$ cat config.mk
export PLATFORM = sky130hd
export DESIGN_NAME = siren_driver
export DESIGN_NICKNAME = d
export VERILOG_FILES = /design/src/rtl/siren_driver.sv
export SDC_FILE = /design/constraint.sdc
export NUM_CORES = 1
export LEC_CHECK = 0
export ABC_AREA = 1
export BUFFER_PORTS_ARGS = -buffer_cell sky130_fd_sc_hd__buf_2
export CAP_MARGIN = 20
export CORE_MARGIN = 1
export CORE_UTILIZATION = 53
export CTS_CLUSTER_SIZE = 40
export DETAILED_ROUTE_END_ITERATION = 10
export PLACE_DENSITY_LB_ADDON = 0.1
export SLEW_MARGIN = 40
export SYNTH_ARGS = -nofsm -noshare
export SYNTH_HDL_FRONTEND = slang
export SYNTH_SLANG_ARGS = --single-unit
$ cat constraint.sdc
create_clock -name clock -period 2.4 [get_ports clock]
set_input_delay 0.48 -clock clock [delete_from_list [all_inputs] [get_ports clock]]
set_output_delay 0.48 -clock clock [all_outputs]
set_load 0.03 [all_outputs]
$ cat src/rtl/siren_driver.sv
// Siren and RGB indicator driver that alternates at the 2 Hz strobe and caps each alarm episode.
// Optional audible tone output and divider are enabled by defining SIREN_TONE_EN.
module siren_driver #(
    parameter int CNT_W            = 8,
    parameter int MAX_HALF_PERIODS = 60,
    parameter int TONE_DIV         = 1000
) (
    input  logic             clock,
    input  logic             reset,
    input  logic             eneble_siren,
    input  logic             two_hz_enable,
    output logic             siren,
    output logic [2:0]       color,
    output logic             siren_active,
`ifdef SIREN_TONE_EN
    output logic [CNT_W-1:0] episode_count,
    output logic             tone
`else
    output logic [CNT_W-1:0] episode_count
`endif
);

    // state    | meaning
    // IDLE     | no alarm requested, outputs dark
    // ALARM_HI | siren on, red
    // ALARM_LO | siren off, blue
    // HOLDOFF  | episode limit reached, green until request drops
    localparam logic [1:0] ST_IDLE     = 2'd0;
    localparam logic [1:0] ST_ALARM_HI = 2'd1;
    localparam logic [1:0] ST_ALARM_LO = 2'd2;
    localparam logic [1:0] ST_HOLDOFF  = 2'd3;

    localparam bit               LIMITED = (MAX_HALF_PERIODS != 0);
    localparam logic [CNT_W:0]   MAX_EXT = (CNT_W+1)'(MAX_HALF_PERIODS);
    localparam logic [CNT_W-1:0] MAX_CNT = CNT_W'(MAX_HALF_PERIODS);

    logic [1:0]       state_q, state_d;
    logic [CNT_W-1:0] count_q, count_d;
    logic [CNT_W:0]   count_inc;
    logic             siren_q, siren_d;
    logic [2:0]       color_q, color_d;
    logic             active_q, active_d;

    assign count_inc = {1'b0, count_q} + 1'b1;

    always_comb begin
        state_d = state_q;
        count_d = count_q;
        case (state_q)
            ST_IDLE: begin
                if (eneble_siren) begin
                    state_d = ST_ALARM_HI;
                    count_d = '0;
                end
            end
            ST_ALARM_HI, ST_ALARM_LO: begin
                // Dropping the request wins over a coincident strobe.
                if (!eneble_siren) begin
                    state_d = ST_IDLE;
                end else if (two_hz_enable) begin
                    if (LIMITED && (count_inc == MAX_EXT)) begin
                        state_d = ST_HOLDOFF;
                        count_d = MAX_CNT;
                    end else begin
                        state_d = (state_q == ST_ALARM_HI) ? ST_ALARM_LO : ST_ALARM_HI;
                        if (count_q != '1) count_d = count_inc[CNT_W-1:0];
                    end
                end
            end
            ST_HOLDOFF: begin
                if (!eneble_siren) state_d = ST_IDLE;
            end
            default: state_d = ST_IDLE;
        endcase
    end

    // Outputs are decoded from the next state so they register on the same edge as the state.
    always_comb begin
        siren_d  = 1'b0;
        color_d  = 3'b000;
        active_d = 1'b0;
        case (state_d)
            ST_ALARM_HI: begin
                siren_d  = 1'b1;
                color_d  = 3'b100;
                active_d = 1'b1;
            end
            ST_ALARM_LO: begin
                color_d  = 3'b001;
                active_d = 1'b1;
            end
            ST_HOLDOFF: color_d = 3'b010;
            default:    color_d = 3'b000;
        endcase
    end

    always_ff @(posedge clock) begin
        if (reset) begin
            state_q  <= ST_IDLE;
            count_q  <= '0;
            siren_q  <= 1'b0;
            color_q  <= 3'b000;
            active_q <= 1'b0;
        end else begin
            state_q  <= state_d;
            count_q  <= count_d;
            siren_q  <= siren_d;
            color_q  <= color_d;
            active_q <= active_d;
        end
    end

    assign siren         = siren_q;
    assign color         = color_q;
    assign siren_active  = active_q;
    assign episode_count = count_q;

`ifdef SIREN_TONE_EN
    localparam int               DIV_W    = $clog2(TONE_DIV);
    localparam logic [DIV_W-1:0] DIV_LAST = DIV_W'(TONE_DIV - 1);

    logic [DIV_W-1:0] div_q, div_d;
    logic             tone_q, tone_d;

    // Divider only runs while staying in ALARM_HI; any other cycle clears it and silences the tone.
    always_comb begin
        div_d  = '0;
        tone_d = 1'b0;
        if ((state_q == ST_ALARM_HI) && (state_d == ST_ALARM_HI)) begin
            if (div_q == DIV_LAST) begin
                div_d  = '0;
                tone_d = ~tone_q;
            end else begin
                div_d  = div_q + 1'b1;
                tone_d = tone_q;
            end
        end
    end

    always_ff @(posedge clock) begin
        if (reset) begin
            div_q  <= '0;
            tone_q <= 1'b0;
        end else begin
            div_q  <= div_d;
            tone_q <= tone_d;
        end
    end

    assign tone = tone_q;
`endif

endmodule

Word level (Yosys, flattened, before mapping):

Index checks and enable logic that the tools add are counted.

* $add $sub $neg: 1
* multiply operators: 0
* div/mod/pow operators: 0
* order comparisons: 0
* eq/ne operators: 12
* shift-type cells: 0
* muxes and demuxes: 16
* bitwise logic cells: 0
* reductions and logical operators: 5

Operator list (number)
* $mux W8: 5
* $pmux W8 S2: 1
* $mux W2: 6
* $add A8 B1 Y9 const B: 1
* $eq A9 B6 Y1 const B: 1
* $pmux W3 S3: 1
* $eq A2 B2 Y1 const B: 4
* $ne A8 B8 Y1 const B: 1
* $ne A2 B2 Y1 const B: 3
* $pmux W2 S3: 1
* $reduce_and A5 Y1: 1
* $eq A2 B1 Y1 const B: 2
* $reduce_or A2 Y1: 2
* $ne A3 B3 Y1 const B: 1
* $logic_not A2 Y1: 1
* $mux W1: 2
* $reduce_bool A2 Y1: 1

* register bits: 15
* bits in latches: 0
* RAM bits: 0
* bits in read-only memories: 0
* input bits: 4
* output and inout port bits: 13
* word-level logic and storage cells: 39
* memories kept: 0

Depth between registers and ports, before layout:

* word-level depth: 9
* mapped depth: 15

Worst setup path before layout:

OpenSTA, ideal clock, no wires.

* kind: reg2reg
* start: reg count_q[0], in the netlist episode_count[0]
* end: reg active_q, in the netlist siren_active
* arrival: 2.007 ns
* required time: 2.333 ns
* setup slack: 0.326 ns
* stages on the path, launching flop included: 15
* path buffers: 0
* period minus slack after synthesis: 2.074 ns
* cell sequence: dfxtp_1 -> ha_1 -> nand2_1 -> nor2_4 -> nand2_2 -> nand2_1 -> nand2_2 -> nand4_4 -> nand2_1 -> nand2_1 -> nand3_2 -> nand2_4 -> inv_2 -> ha_1 -> nor2_1

* cells in the longest elaborated chain, start to end: 9
* elaborated cells on any way between the ends: 10
* classes of those cells: 1 x add/sub; 3 x eq/ne; 5 x mux; 1 x reduce/logical

RTL lines
* start, declared: RTL line 38 `logic [CNT_W-1:0] count_q, count_d;`
* start signal, assigned: RTL line 106 `count_q <= count_d;`
* $add A8 B1 Y9 *: RTL line 44 `assign count_inc = {1'b0, count_q} + 1'b1;`
* $eq A9 B6 Y1 *: RTL line 61 `if (LIMITED && (count_inc == MAX_EXT)) begin`
* $mux W2 *: RTL line 61
* $mux W2 *: RTL line 60 `end else if (two_hz_enable) begin`
* $mux W2 *: RTL line 58 `if (!eneble_siren) begin`
* $pmux W2 S3 *: RTL line 49 `case (state_q)`
* $eq A2 B2 Y1 or $eq A2 B1 Y1 (tied branches): RTL line 82 `case (state_d)`
* $reduce_or A2 Y1 (no line) *
* $mux W1 *: RTL line 82
* end signal, assigned: RTL line 109 `active_q <= active_d;`
* end, declared: RTL line 42 `logic active_q, active_d;`

Mark *: on every way between the ends. The rest lies on a longest branch, timed or not.
A chain may end at the register's enable or synchronous reset.

Final worst setup path:

Same ends and word-level chain as after synthesis.

==> results.yml <==
worst_hold_path:
  hp-class: "reg2reg"
  min_path_cells: 2
  worstHoldStart: "episode_count[6]$_SDFFE_PP0P_"
  hold_end: "episode_count[6]$_SDFFE_PP0P_"
pwr:
  pwr_density_cell_mw_per_mm2: 997
  leakage_nw: 0.510
  p_switching_w: 0.000474
  seqPwrFrac_pct: 30.4
  ir_drop_mv: 0.458
  combPwrFrac_pct: 52.9
  intPower_w: 0.000545
  p_sw_share_pct: 46.5
  power.share.clock_pct: 16.7
timing:
  slew-limit-headroom_pct: 74.9
  skew_ps: 4.44
  drv_slew: 0
  min_period_over_period_pct: 83.5
  max_freq_ghz: 0.499
  min_period_ps: 2000
  tightest_slew_ps: 373
  rsz0062_at_grt: "no"
  setup_violations: 0
  fin_setup_tns_ps: 0
  finalHoldViolCount: 0
logic_synthesis:
  synth_area_leaders: "dfxtp_1, nand2_1, ha_1"
  syn_avg_cell_area_um2: 7.18
  yosysSeqAreaShare_pct: 31.2
  ys_ff_latch: 14
  netlist_instances: 125
  synth-edff-count: 0
  synth_area_leader_cell: "dfxtp_1"
  async_reset_ff_share_pct: 0
  synth_warnings: 0
  synth_top_area_share_pct: 31.2
  yosys_most_used_dff: "dfxtp_1"
  synth_cell_types: 24
  syn-num-nets: 135
  syn_area_um2: 897
critical_path:
  cp-end-kind: "flop"
  crit_type: "reg2reg"
  cp_max_fo: 6
  reg2reg_to: "siren_active$_SDFF_PP0_"
  worst-r2r-setup-slack_ps: 400
  worstRegToRegCells: 14
  cp-start-kind: "flop"
  cp.required_ps: 2620
  worst_ep_arrival_time_ps: 2220
  regToRegStartpoint: "episode_count[0]$_SDFFE_PP0P_"
clock_tree:
  cts_post_setup_buffers_inserted: 0
  cts_resized: 0
  insertion_delay_ps: 280
  hold_buffers: 0
  clk_pin_slew_ps: 90
  cts-buffers-inserted: 3
  root_buffer: "clkbuf_4"
  htreeDepth: 1
  cts_buffer_depth: 2
  cts_sinks: 14
  cts_tree: "built"
final_layout:
  stdcell_area_mm2: 0.00102
  n_antenna_cell: 0
  drive_gt1_share_pct: 28.0
  fillers: 146
  final_common_cell: "nand2_1"
  final_cell_mix: "nand2_1, inv_1, buf_2"
  final_nets: 154
  area_growth_pct: 13.9
global_route:
  top_usage_layer: "met2"
  overflow: 0
  grt.met2_usage_pct: 36.4
  grt_usage_pct: 20.4
  use_met1_pct: 23.1
  grt_antenna_before_repair: 0
  grt_max_degree: 13
  grt_pass1_vias: 729
  use_met3_pct: 6.38
  grt_pass1_wl_mm: 2.89
detailed_routing:
  wl_mm: 1.64
  num_vias: 796
  wl_per_cell_um: 10.3
  routed_via_density: 5.01
  ant_nets: 0
  drtPass1Iterations: 4
  drtIter0Drc: 27
  drc: 0
die:
  die_h_um: 43.1
  coreArea_mm2: 0.00154
  io-pin-count: 17
  start_util_pct: 58.2
  dieArea_mm2: 0.00186
  die_width_um: 43.1
  rows: 14
job:
  drv_cap: 0
place:
  dp_hpwl_mm: 1.31
  place_congestion: 0.818
  port_buffers: 16
  place_area_um2: 986
outcome:
  status: "finished clean"
sequential cells by signal (all words and copies together) (netlist names):
| name | count |
|---|---|
| episode_count | 8 |
| color | 2 |
| state_q | 2 |
| siren | 1 |
| siren_active | 1 |
final cells by class:
class / count / area [um2] / share of cell area [%]
Multi-Input combinational cell: 86 / 519 / 50.8
Timing Repair Buffer: 16 / 80.1 / 7.83
Clock buffer: 4 / 36.3 / 3.55
Tap cell: 16 / 20.0 / 1.96
Inverter: 23 / 86.3 / 8.45
Sequential cell: 14 / 280 / 27.4
power groups by stage:
| stage | clock network, W | registers [W] | logic [W] |
|---|---|---|---|
| after floorplan | 0 | 0.000370 | 0.000387 |
| after global placement | 0 | 0.000315 | 0.000534 |
| after detailed placement | 0 | 0.000316 | 0.000538 |
| after CTS | 0.000175 | 0.000311 | 0.000541 |
| after global routing | 0.000189 | 0.000315 | 0.000610 |
| final | 0.000170 | 0.000310 | 0.000539 |
Yosys cell counts (3+ instances only):
| cell | count |
|---|---|
| a21oi_1 | 9 |
| nor2_2 | 3 |
| nand2_2 | 4 |
| nand3_1 | 5 |
| inv_2 | 3 |
| dfxtp_1 | 14 |
| ha_1 | 6 |
| nor2_1 | 11 |
| nand2_1 | 31 |
| inv_1 | 20 |
how the worst max path moves through the flow:
stage                                       start                      end  slack, ps  depth (start not counted)
finish              episode_count[0]$_SDFFE_PP0P_  siren_active$_SDFF_PP0_        400                         14
global route        episode_count[0]$_SDFFE_PP0P_  siren_active$_SDFF_PP0_        210                         14
CTS                 episode_count[0]$_SDFFE_PP0P_  siren_active$_SDFF_PP0_        390                         14
detailed placement  episode_count[0]$_SDFFE_PP0P_  siren_active$_SDFF_PP0_        410                         14
global placement    episode_count[0]$_SDFFE_PP0P_  siren_active$_SDFF_PP0_        460                         14
floorplan           episode_count[0]$_SDFFE_PP0P_  siren_active$_SDFF_PP0_        330                         14
worst max-delay path, stage by stage, from the launching register on:
cell and delay (ps):
dfxtp_1 430, ha_1 220, nand2_1 120, nor2_4 130, nand2_2 80, nand2_1 90
nand2_2 70, nand4_4 110, nand2_1 60, nand2_1 70, nand3_2 80, nand2_4 90
inv_2 30, ha_1 270, nor2_1 90
cells by family after synthesis:
kind of cell | count (synthesis) | synth area share, %
XOR/XNOR | 2 | 1.95
AO/OA/AOI/OAI | 14 | 10.5
adder cells (fa/ha/maj) | 6 | 8.37
buffers and inverters | 25 | 10.9
flip-flops | 14 | 31.2
AND/OR/NAND/NOR | 64 | 37.1
layer usage:
| metal | up-vias | share of wire, % |
|---|---|---|
| li1 | 421 | - |
| met1 | 358 | 44 |
| met2 | 17 | 51 |
| met3 | 0 | 4.6 |
| met4 | 0 | 0 |
| met5 | - | 0 |
stage by stage:
stage	power (W)	utilization [%]	hold WS, ps	worst slack, ps	cells
floorplan	0.000757	-	542	326	125
global placement	0.000848	64.0	484	463	155
detailed placement	0.000855	64.0	493	414	155
CTS	0.00103	66.3	508	388	159
global route	0.00111	66.3	525	209	159
finish	0.00102	66.3	501	395	159
Power figures use the tool's default switching activity.
